===== config.mk =====
export PLATFORM = sky130hd
export DESIGN_NAME = pool2x2_sched_flat
export DESIGN_NICKNAME = d
export VERILOG_FILES = /design/src/rtl/pool2x2_sched_pkg.sv /design/src/rtl/pool2x2_sched_if.sv /design/src/rtl/thermo_maj.sv /design/src/rtl/pool2x2_sched.sv /design/src/flat_wrapper.sv
export SDC_FILE = /design/constraint.sdc
export NUM_CORES = 1
export LEC_CHECK = 0
export ABC_AREA = 1
export BUFFER_PORTS_ARGS = -buffer_cell sky130_fd_sc_hd__buf_2
export CAP_MARGIN = 25
export CORE_ASPECT_RATIO = 0.5
export CORE_MARGIN = 2
export CORE_UTILIZATION = 50
export DETAILED_ROUTE_END_ITERATION = 10
export GPL_ROUTABILITY_DRIVEN = 0
export GPL_TIMING_DRIVEN = 1
export PLACE_DENSITY = 0.69
export SETUP_SLACK_MARGIN = 0.3
export SYNTH_ARGS = -nofsm -noshare
export SYNTH_HDL_FRONTEND = slang
export SYNTH_HIERARCHICAL = 1
export SYNTH_SLANG_ARGS = --single-unit

===== constraint.sdc =====
create_clock -name clk -period 5.86 [get_ports clk]
set_clock_uncertainty 0.1 [all_clocks]
set_input_delay 0.586 -clock clk [delete_from_list [all_inputs] [get_ports clk]]
set_output_delay 0.586 -clock clk [all_outputs]
set_load 0.1 [all_outputs]

===== src/rtl/pool2x2_sched_pkg.sv =====
// Shared types, widths and thermometer helpers for the 2x2 pooling scheduler.
package pool_pkg;

    localparam int unsigned PIX_W   = 4;
    localparam int unsigned THERM_W = 15;

    typedef enum logic [1:0] {
        IDLE,
        EVEN_ROW,
        ODD_ROW,
        DRAIN
    } state_t;

    // Value v sets the low v bits.
    function automatic logic [THERM_W-1:0] to_therm(input logic [PIX_W-1:0] pix);
        logic [THERM_W-1:0] t;
        for (int i = 0; i < THERM_W; i++) begin
            t[i] = (i < int'(pix));
        end
        return t;
    endfunction

    // Population count of a thermometer code gives back the binary value.
    function automatic logic [PIX_W-1:0] therm_to_bin(input logic [THERM_W-1:0] t);
        logic [PIX_W-1:0] s;
        s = '0;
        for (int i = 0; i < THERM_W; i++) begin
            s = s + PIX_W'(t[i]);
        end
        return s;
    endfunction

endpackage


===== src/rtl/pool2x2_sched_if.sv =====
// Pixel-in / pooled-pixel-out handshake bundle plus frame control and status.
interface pool2x2_sched_if;
    import pool_pkg::*;

    logic             start;
    logic             in_valid;
    logic [PIX_W-1:0] in_pix;
    logic             in_ready;
    logic             out_valid;
    logic [PIX_W-1:0] out_pix;
    logic             out_ready;
    logic             busy;
    logic             done;

    modport master (
        output start, in_valid, in_pix, out_ready,
        input  in_ready, out_valid, out_pix, busy, done
    );

    modport slave (
        input  start, in_valid, in_pix, out_ready,
        output in_ready, out_valid, out_pix, busy, done
    );

endinterface


===== src/rtl/thermo_maj.sv =====
// Four-input thermometer majority: output bit i is set when at least two inputs
// exceed i, which is the thermometer code of the second-largest input.
module thermo_maj
    import pool_pkg::*;
(
    input  logic [THERM_W-1:0] a,
    input  logic [THERM_W-1:0] b,
    input  logic [THERM_W-1:0] c,
    input  logic [THERM_W-1:0] d,
    output logic [THERM_W-1:0] maj
);

    assign maj = (a & b) | (a & c) | (a & d) | (b & c) | (b & d) | (c & d);

endmodule


===== src/rtl/pool2x2_sched.sv =====
// Frame controller for 2x2 pooling: buffers the even row, assembles each window
// on the odd row and emits the second-largest pixel through a one-entry output.
module pool2x2_sched
    import pool_pkg::*;
#(
    parameter int unsigned IMG_W = 8,
    parameter int unsigned IMG_H = 8
) (
    input  logic            clk,
    input  logic            rst_n,
    pool2x2_sched_if.slave  bus
);

    localparam int unsigned CW = (IMG_W > 2) ? $clog2(IMG_W) : 1;
    localparam int unsigned RW = (IMG_H > 2) ? $clog2(IMG_H) : 1;
    localparam logic [CW-1:0] COL_LAST = CW'(IMG_W - 1);
    localparam logic [RW-1:0] ROW_LAST = RW'(IMG_H - 1);

    state_t           state_q, state_d;
    logic [CW-1:0]    col_q, col_d, col_prev;
    logic [RW-1:0]    row_q, row_d;
    logic [PIX_W-1:0] linebuf_q [IMG_W];
    logic [PIX_W-1:0] hold_q;
    logic             out_valid_q, out_valid_d;
    logic [PIX_W-1:0] out_pix_q, out_pix_d;
    logic             done_q, done_d;

    logic             in_rdy, in_xfer, out_xfer;
    logic             lb_we, hold_we, win_load;
    logic [THERM_W-1:0] t_a, t_b, t_c, t_d, t_maj;

    // No skid: input stalls whenever a result is pending and not being taken.
    assign in_rdy   = ((state_q == EVEN_ROW) || (state_q == ODD_ROW)) &&
                      !(out_valid_q && !bus.out_ready);
    assign in_xfer  = bus.in_valid && in_rdy;
    assign out_xfer = out_valid_q && bus.out_ready;

    assign lb_we    = in_xfer && (state_q == EVEN_ROW);
    assign hold_we  = in_xfer && (state_q == ODD_ROW) && !col_q[0];
    assign win_load = in_xfer && (state_q == ODD_ROW) && col_q[0];
    assign col_prev = col_q - CW'(1);

    assign t_a = to_therm(linebuf_q[col_prev]);
    assign t_b = to_therm(linebuf_q[col_q]);
    assign t_c = to_therm(hold_q);
    assign t_d = to_therm(bus.in_pix);

    thermo_maj u_maj (
        .a   (t_a),
        .b   (t_b),
        .c   (t_c),
        .d   (t_d),
        .maj (t_maj)
    );

    assign bus.in_ready  = in_rdy;
    assign bus.out_valid = out_valid_q;
    assign bus.out_pix   = out_pix_q;
    assign bus.busy      = (state_q != IDLE);
    assign bus.done      = done_q;

    // Row/column walk through the frame and completion detection.
    always_comb begin
        state_d = state_q;
        col_d   = col_q;
        row_d   = row_q;
        done_d  = 1'b0;
        unique case (state_q)
            IDLE: begin
                if (bus.start) begin
                    state_d = EVEN_ROW;
                    col_d   = '0;
                    row_d   = '0;
                end
            end
            EVEN_ROW: begin
                if (in_xfer) begin
                    if (col_q == COL_LAST) begin
                        col_d   = '0;
                        row_d   = row_q + RW'(1);
                        state_d = ODD_ROW;
                    end else begin
                        col_d = col_q + CW'(1);
                    end
                end
            end
            ODD_ROW: begin
                if (in_xfer) begin
                    if (col_q == COL_LAST) begin
                        col_d = '0;
                        if (row_q == ROW_LAST) begin
                            row_d   = '0;
                            state_d = DRAIN;
                        end else begin
                            row_d   = row_q + RW'(1);
                            state_d = EVEN_ROW;
                        end
                    end else begin
                        col_d = col_q + CW'(1);
                    end
                end
            end
            DRAIN: begin
                if (!out_valid_q || out_xfer) begin
                    done_d  = 1'b1;
                    state_d = IDLE;
                end
            end
            default: state_d = IDLE;
        endcase
    end

    // Output register: a new window result wins over a same-cycle drain.
    always_comb begin
        out_valid_d = out_valid_q;
        out_pix_d   = out_pix_q;
        if (win_load) begin
            out_valid_d = 1'b1;
            out_pix_d   = therm_to_bin(t_maj);
        end else if (out_xfer) begin
            out_valid_d = 1'b0;
        end
    end

    // Control state with asynchronous reset.
    always_ff @(posedge clk or negedge rst_n) begin
        if (!rst_n) begin
            state_q     <= IDLE;
            col_q       <= '0;
            row_q       <= '0;
            out_valid_q <= 1'b0;
            out_pix_q   <= '0;
            done_q      <= 1'b0;
        end else begin
            state_q     <= state_d;
            col_q       <= col_d;
            row_q       <= row_d;
            out_valid_q <= out_valid_d;
            out_pix_q   <= out_pix_d;
            done_q      <= done_d;
        end
    end

    // Pixel storage needs no reset; it is always written before being read.
    always_ff @(posedge clk) begin
        if (lb_we) begin
            linebuf_q[col_q] <= bus.in_pix;
        end
        if (hold_we) begin
            hold_q <= bus.in_pix;
        end
    end

endmodule


===== src/flat_wrapper.sv =====
// flat-port wrapper written by rule: the top's interface ports become plain ports
module pool2x2_sched_flat import pool_pkg::*;
#(
    parameter int unsigned IMG_W = 8,
    parameter int unsigned IMG_H = 8
)
  (clk, rst_n, bus_start, bus_in_valid, bus_in_pix, bus_out_ready, bus_in_ready, bus_out_valid, bus_out_pix, bus_busy, bus_done);
  pool2x2_sched_if bus_i ();
  input  logic clk;
  input  logic rst_n;
  input wire logic [$bits(bus_i.start)-1:0] bus_start;
  input wire logic [$bits(bus_i.in_valid)-1:0] bus_in_valid;
  input wire logic [$bits(bus_i.in_pix)-1:0] bus_in_pix;
  input wire logic [$bits(bus_i.out_ready)-1:0] bus_out_ready;
  output wire logic [$bits(bus_i.in_ready)-1:0] bus_in_ready;
  output wire logic [$bits(bus_i.out_valid)-1:0] bus_out_valid;
  output wire logic [$bits(bus_i.out_pix)-1:0] bus_out_pix;
  output wire logic [$bits(bus_i.busy)-1:0] bus_busy;
  output wire logic [$bits(bus_i.done)-1:0] bus_done;
  assign bus_i.start = bus_start;
  assign bus_i.in_valid = bus_in_valid;
  assign bus_i.in_pix = bus_in_pix;
  assign bus_i.out_ready = bus_out_ready;
  assign bus_in_ready = bus_i.in_ready;
  assign bus_out_valid = bus_i.out_valid;
  assign bus_out_pix = bus_i.out_pix;
  assign bus_busy = bus_i.busy;
  assign bus_done = bus_i.done;
  pool2x2_sched #(.IMG_W(IMG_W), .IMG_H(IMG_H)) u_core (.clk(clk), .rst_n(rst_n), .bus(bus_i));
endmodule

# [Word level (Yosys, flattened, before mapping)]
# Memories as Yosys holds them, arrays and structs flattened.
# Index checks and enable logic that the tools add are counted.
[totals] ff_bits=18 ram_bits=32 output_inout_bits=8 memories=1
[classes] n_addsub=17 order_cmp=60 n_eq_ne=12 n_mux=24 bitwise=11 n_reduce_logical=23
[memory_table] memory="u_core.linebuf_q" words=8 width=4 rd=2 rd_clocked_by_memory_dff=0 write_ports=1 line="pool2x2_sched.sv:22" text="logic [PIX_W-1:0] linebuf_q [IMG_W];"
[ops] op="< comparator 4 bit, first input constant" count=28
[ops] op="AND 15 bit" count=6
[ops] op="OR 15 bit" count=5
[ops] op="< comparator 3 x 4 -> 1 bit, first input constant" count=16
[ops] op="adder 4 x 1 -> 4 bit" count=13
[ops] op="< comparator 1 x 4 -> 1 bit, first input constant" count=8
[ops] op="< comparator 2 x 4 -> 1 bit, first input constant" count=8
[ops] op="2-to-1 mux 3 bit" count=8
[ops] op="2-to-1 mux 2 bit" count=7
[ops] op="AND reduction 6 bit" count=2
[ops] op="case mux 3 bit (3 select lines)" count=1
[ops] op="logical AND 1 bit" count=8
[ops] op="inequality test 2 x 1 -> 1 bit, second input constant" count=4
[ops] op="case mux 2 bit (4 select lines)" count=1
[ops] op="adder 3 x 1 -> 3 bit, second input constant" count=2
[ops] op="equality test 3 bit, second input constant" count=2
[ops] op="2-to-1 mux 1 bit" count=6
[ops] op="inequality test 2 bit, second input constant" count=3
[ops] op="case mux 3 bit (2 select lines)" count=1
[ops] op="nonzero test 2 bit" count=3
[ops] op="equality test 2 bit, second input constant" count=2
[ops] op="logical NOT 1 bit" count=4
[ops] op="AND reduction 3 bit" count=1
[ops] op="nonzero test 3 bit" count=1
[ops] op="other kinds (6)" count=7

# [Longest topological paths before layout]
# An unclocked memory read counts as a cell.
[depth] word_depth=23 ltp_mapped=27 ltp_nobuf=24

# [Hierarchy]
# The synthesis kept the hierarchy.
[modules_own_cells] mod="pool2x2_sched" instances=1 cells_per_inst=437 area_each_um2=3573.4 seq_area_each_um2=1431.4
[modules_own_cells] mod="thermo_maj" instances=1 cells_per_inst=120 area_each_um2=450.4 seq_area_each_um2=0.0

# [Worst setup path before layout]
# No wires, ideal clock.
[synth_timing] path_type="register to register" from="register u_core.col_q[0]" to="register u_core.out_pix_q[2], in the netlist u_core/bus.out_pix[2]" setup_ns=0.125 arrival_time_ns=5.011 t_required_ns=5.635 path_slack_ns=0.624 stages_incl_launch_ff=28 period_less_slack_ns=5.236 cell_sequence="dfrtp_1 buf_6 inv_6 buf_6 ha_1 buf_2 inv_1 nand3_1 nand2_1 nand2_1 nand2_4 inv_2 o21ai_1 nand2_1 nand2_1 nand2_1 inv_1 inv_1 fa_1 fa_1 fa_1 fa_1 inv_1 fa_1 fa_1 xor2_1 nand2_1 nand2_1"
[synth_rtl] item="start, declared" line="pool2x2_sched.sv:20" text="logic [CW-1:0] col_q, col_d, col_prev;"
[synth_rtl] item="start signal, assigned" line="pool2x2_sched.sv:136" text="col_q <= col_d;"
[synth_rtl] item="subtractor 3 x 1 -> 3 bit *" line="pool2x2_sched.sv:41" text="assign col_prev = col_q - CW'(1);"
[synth_rtl] item="memory read (8 x 4 bit) *"
[synth_rtl] item="< comparator 3 x 4 -> 1 bit *" line="pool2x2_sched_pkg.sv:18" text="t[i] = (i < int'(pix));"
[synth_rtl] item="named net u_core.t_a[5]" line="pool2x2_sched.sv:30" text="logic [THERM_W-1:0] t_a, t_b, t_c, t_d, t_maj;"
[synth_rtl] item="AND 15 bit" line="thermo_maj.sv:13" text="assign maj = (a & b) | (a & c) | (a & d) | (b & c) | (b & d) | (c & d);"
[synth_rtl] item="OR 15 bit" line="thermo_maj.sv:13"
[synth_rtl] item="OR 15 bit * (4 in a row)" line="thermo_maj.sv:13"
[synth_rtl] item="named net u_core.t_maj[5]" line="pool2x2_sched.sv:30"
[synth_rtl] item="adder 4 x 1 -> 4 bit * (10 in a row)" line="pool2x2_sched_pkg.sv:28" text="s = s + PIX_W'(t[i]);"
[synth_rtl] item="end signal, assigned" line="pool2x2_sched.sv:139" text="out_pix_q <= out_pix_d;"
[synth_rtl] item="end, declared" line="pool2x2_sched.sv:25" text="logic [PIX_W-1:0] out_pix_q, out_pix_d;"
# The timed path passes the listed nets; every way through them passes the cells marked *.
# A chain may end at the register's enable or synchronous reset.

# [Worst setup path after layout]
[layout_timing] from="register u_core.col_q[0]" to="register u_core.out_pix_q[2], in the netlist u_core/bus.out_pix[2]"
[layout_rtl] item="memory read (8 x 4 bit) *"
[layout_rtl] item="< comparator 2 x 4 -> 1 bit *" line="pool2x2_sched_pkg.sv:18"
[layout_rtl] item="named net u_core.t_b[3]" line="pool2x2_sched.sv:30"
[layout_rtl] item="AND 15 bit" line="thermo_maj.sv:13"
[layout_rtl] item="OR 15 bit (3 in a row)" line="thermo_maj.sv:13"
[layout_rtl] item="OR 15 bit * (2 in a row)" line="thermo_maj.sv:13"
[layout_rtl] item="named net u_core.t_maj[3]" line="pool2x2_sched.sv:30"
[layout_rtl] item="adder 4 x 1 -> 4 bit * (12 in a row)" line="pool2x2_sched_pkg.sv:28"
# Marked as above.

==> flow_summary.html <==
<table>
<tr><th>Metric</th><th>Value</th></tr>
<tr><th colspan="2">Synth</th></tr>
<tr><td>Leading register cell type out of synthesis</td><td>edfxtp_1</td></tr>
<tr><td>Mapped Nets</td><td>588</td></tr>
<tr><td>Number of register bits inferred by synthesis</td><td>50</td></tr>
<tr><td>Netlist area before placement</td><td>just over 0.004 mm^2</td></tr>
<tr><td>Syn_area_per_cell</td><td>between 7 and 8 um^2</td></tr>
<tr><td>EDFF count, synth</td><td>36</td></tr>
<tr><td>Fraction of the yosys area taken by sequential cells</td><td>a little over a third</td></tr>
<tr><td>Number of distinct library cell variants in the gate-level netlist after synthesis</td><td>34</td></tr>
<tr><td>Number of warnings printed during yosys synthesis</td><td>6</td></tr>
<tr><td>Number of instances in the synthesized netlist</td><td>557</td></tr>
<tr><td>Fraction of registers with async set or reset after synthesis</td><td>28.0%</td></tr>
<tr><th colspan="2">Detailed routing</th></tr>
<tr><td>Routed length per instance</td><td>13.2 um</td></tr>
<tr><td># DRC</td><td>0</td></tr>
<tr><td>Final WL</td><td>between 9000 and 10000 um</td></tr>
<tr><td>Detailed-route via count</td><td>3431</td></tr>
<tr><td>Drt first pass iters</td><td>5</td></tr>
<tr><td>ANT nets after route</td><td>0</td></tr>
<tr><td>Detailed Route Iter0 Violations</td><td>327</td></tr>
<tr><td>Drt via density</td><td>roughly 5</td></tr>
<tr><th colspan="2">Cells and area</th></tr>
<tr><td>Fill count</td><td>760</td></tr>
<tr><td>Layout cell share with drive strength beyond 1</td><td>13.8%</td></tr>
<tr><td>Net count, final</td><td>around 600</td></tr>
<tr><td>Signed area change from the synthesized netlist to the final layout</td><td>7.62%</td></tr>
<tr><td>Diodes inserted</td><td>0</td></tr>
<tr><td>Post-route standard cell area excluding fillers</td><td>approximately 0.0043 mm^2</td></tr>
<tr><th colspan="2">Clock tree</th></tr>
<tr><td>Bufs on Longest Clock Path</td><td>2</td></tr>
<tr><td>Clock tree from TritonCTS</td><td>yes</td></tr>
<tr><td>Number of levels in the clock H-tree</td><td>2</td></tr>
<tr><td>Count of hold buffers inserted by post-cts repair</td><td>0</td></tr>
<tr><td>CTS-repair resized insts</td><td>0</td></tr>
<tr><td>Clock slew seen by the registers of the worst setup and hold paths</td><td>0.07 ns</td></tr>
<tr><td>Clock latency at the later pin of the worst-skew pair</td><td>0.29 ns</td></tr>
<tr><td>Library cell used as clock root buffer</td><td>clkbuf_16</td></tr>
<tr><td>Buffer count from post-CTS setup fixing</td><td>0</td></tr>
<tr><td>TritonCTS buffer count</td><td>5</td></tr>
<tr><td>Clock Sinks</td><td>50</td></tr>
<tr><th colspan="2">Worst setup path</th></tr>
<tr><td>Crit Path Category</td><td>flip-flop to flip-flop</td></tr>
<tr><td>Worst reg-to-reg setup slack</td><td>0.62 ns</td></tr>
<tr><td>Kind of capture point of the worst setup path</td><td>flip-flop</td></tr>
<tr><td>Required @ worst endpoint</td><td>5.93 ns</td></tr>
<tr><td>Origin of the worst setup path</td><td>u_core/col_q[0]</td></tr>
<tr><td>Biggest fanout along the worst timing path</td><td>32</td></tr>
<tr><td>CP endpoint</td><td>u_core/bus.out_pix[2]</td></tr>
<tr><td>Dominant cell type by count on the critical path</td><td>fa_1</td></tr>
<tr><td>Number of cells on the critical path</td><td>24</td></tr>
<tr><td>Arr. time, crit path</td><td>roughly 5.3 ns</td></tr>
<tr><td>Reg2Reg Depth</td><td>24</td></tr>
<tr><td>Worst Setup Start Kind</td><td>flip-flop</td></tr>
<tr><td>Crit Reg-Reg Startpoint</td><td>u_core/col_q[0]</td></tr>
<tr><td>Reg2Reg Capture Point</td><td>u_core/bus.out_pix[2]</td></tr>
<tr><td>Slowest-stage cell, CP</td><td>fa_1</td></tr>
<tr><td>Cell chain of the critical path</td><td>inv_6, buf_4, nand2_1, nand3_1, nand2_2, nor2_8, inv_4, nor2_4, inv_1, nor2_1, nand2_1, nand2_1, inv_1, inv_1, fa_1, fa_1, fa_1, fa_1, inv_1, fa_1, fa_1, xor2_1, nand2_1, nand2_1</td></tr>
<tr><td>Highest cell delay on the worst timing path</td><td>between 0.5 and 0.6 ns</td></tr>
<tr><td>Cell class contributing the biggest share of worst-path delay</td><td>adder cells</td></tr>
<tr><td>Buf/Inv on CP</td><td>7</td></tr>
<tr><th colspan="2">Die</th></tr>
<tr><td>Standard-cell rows</td><td>23</td></tr>
<tr><td>Starting utilization of the core area</td><td>between 50% and 60%</td></tr>
<tr><td>Top-Level Pins</td><td>17</td></tr>
<tr><td>Core Footprint</td><td>0.00791 mm^2</td></tr>
<tr><td>Height of the die</td><td>roughly 67 um</td></tr>
<tr><td>Chip Width</td><td>131 um</td></tr>
<tr><td>Area enclosed by the die boundary</td><td>0.00882 mm^2</td></tr>
<tr><th colspan="2">STA</th></tr>
<tr><td>Highest attainable clock frequency</td><td>191 MHz</td></tr>
<tr><td>Tightest slew margin relative to the limit</td><td>63.1%</td></tr>
<tr><td>Count of pins over their slew limit</td><td>0</td></tr>
<tr><td>Number of setup violations in the final report</td><td>0</td></tr>
<tr><td>Final min period</td><td>5.24 ns</td></tr>
<tr><td>Fin Setup TNS</td><td>0 ns</td></tr>
<tr><td>Final worst path period share</td><td>89.4%</td></tr>
<tr><td>Hold_ws</td><td>0.0911 ns</td></tr>
<tr><td>Final hold vios</td><td>0</td></tr>
<tr><td>Transition at the pin with the smallest max-transition slack</td><td>around 0.55 ns</td></tr>
<tr><td>RSZ-0062 raised after global routing</td><td>no</td></tr>
<tr><th colspan="2">Status</th></tr>
<tr><td>Result of the run</td><td>finished clean</td></tr>
<tr><th colspan="2">Global routing</th></tr>
<tr><td>Gr usage total</td><td>21.9%</td></tr>
<tr><td>Maximum number of pins on one net before global-route repair</td><td>between 40 and 50</td></tr>
<tr><td>Global-route wire length before repair</td><td>14600 um</td></tr>
<tr><td>Via count of the first global-routing pass</td><td>2994</td></tr>
<tr><td>Final global-route overflow total</td><td>0</td></tr>
<tr><td>Antenna violations before repair</td><td>0</td></tr>
<tr><th colspan="2">Hold path</th></tr>
<tr><td>Type of the worst min-delay path</td><td>input pin to asynchronous set/reset pin</td></tr>
<tr><th colspan="2">Placement</th></tr>
<tr><td>HPWL Detailed</td><td>between 6000 and 7000 um</td></tr>
<tr><td>Dpl cell area</td><td>0.00415 mm^2</td></tr>
<tr><td>IO buf count</td><td>16</td></tr>
<tr><th colspan="2">Run</th></tr>
<tr><td>Max Cap Viol</td><td>0</td></tr>
</table>
worst min path at each step:
stage	to	slack [ns]	cells after the start
after CTS	u_core/row_q[0]	0.09	1
after floorplan	u_core/bus.done	0.19	0
after global routing	u_core/bus.out_valid	0.11	1
after detailed placement	u_core/row_q[1]	0.37	2
after global placement	u_core/row_q[1]	0.37	2
final	u_core/row_q[0]	0.09	1
cells by family after synthesis:
family	Yosys count	share of synthesized area [%]
and+or+nand+nor	332	36.3
xor gates and xnor gates	3	0.840
adders and majority gates	22	8.71
AOI/OAI and AO/OA	47	6.78
buffers and inverters	103	11.8
DFF	50	35.6
metal layers:
metal  wire length (um)  GRT usage [%]  vias to the layer above  part of all wire [%]
met1               4630           32.6                     1578                    51
met5                  0              0                        -                     0
met2               3800           32.6                       89                    42
met4                193           7.45                        0                   2.1
met3                404           3.33                       17                   4.5
li1                   -              -                     1747                     -
state kept, by name, summed over array words and instances, names as in the netlist:
| signal | flops |
|---|---|
| u_core/linebuf_q | 32 |
| u_core/bus.out_pix | 4 |
| u_core/hold_q | 4 |
| u_core/col_q | 3 |
| u_core/row_q | 3 |
| u_core/state_q | 2 |
| u_core/bus.done | 1 |
| u_core/bus.out_valid | 1 |
synth_stat cells, types with 2 or more instances:
cell type | instances | share of area, %
a21oi_1 | 10 | 1.2
a21oi_2 | 3 | 0.65
buf_6 | 7 | 2.0
buf_8 | 2 | 0.75
dfrtp_1 | 14 | 8.7
edfxtp_1 | 36 | 27
fa_1 | 10 | 5.0
ha_1 | 12 | 3.7
inv_1 | 82 | 7.6
inv_2 | 8 | 0.75
inv_4 | 2 | 0.31
nand2_1 | 201 | 19
nand2_2 | 10 | 1.6
nand2_4 | 5 | 1.4
nand3_1 | 35 | 4.4
nand3_2 | 4 | 1.0
nor2_1 | 61 | 5.7
nor2_2 | 6 | 0.93
nor2_4 | 4 | 1.1
nor2_8 | 2 | 1.0
nor3_1 | 2 | 0.25
o211ai_1 | 2 | 0.37
o21ai_0 | 17 | 2.1
o21ai_1 | 9 | 1.1
o21ai_2 | 2 | 0.44
or2_2 | 2 | 0.31
xor2_1 | 2 | 0.44
cell type report:
type | count | area (um^2) | share of cell area [%]
multi-input combinational | 404 | 2130 | 49.2
timing repair buffer | 18 | 98.8 | 2.28
sequential | 50 | 1430 | 33.1
clock inverter | 3 | 42.5 | 0.982
tap | 112 | 140 | 3.24
inverter | 93 | 359 | 8.29
clock buffer | 5 | 125 | 2.89
stage by stage:
step / utilization (%) / cells / setup slack, ns
floorplan: - / 557 / 0.624
global placement: 52.4 / 677 / 0.440
detailed placement: 52.4 / 677 / 0.304
CTS: 54.5 / 685 / 0.302
global route: 54.7 / 685 / 0.390
finish: 54.7 / 685 / 0.622
layout by cell type, fill, tap and decap left out, types with 3 or more instances in the layout:
master | synthesis | final
inv_1 | 82 | 81
clkbuf_16 | 0 | 5
fa_1 | 10 | 10
a21oi_2 | 3 | 3
nor2_2 | 6 | 6
buf_2 | 1 | 16
nand2_2 | 10 | 10
o21ai_1 | 9 | 9
nand2_4 | 5 | 5
a21oi_1 | 10 | 10
nand2_1 | 201 | 201
nor2_1 | 61 | 61
ha_1 | 12 | 11
nand3_1 | 35 | 35
nand3_2 | 4 | 4
dfrtp_1 | 14 | 13
edfxtp_1 | 36 | 36
o21ai_0 | 17 | 17
nor2_4 | 4 | 4
inv_2 | 8 | 9
Power is not shown: default switching activity piles up to over one toggle a cycle in this logic, so the estimate is an artifact.
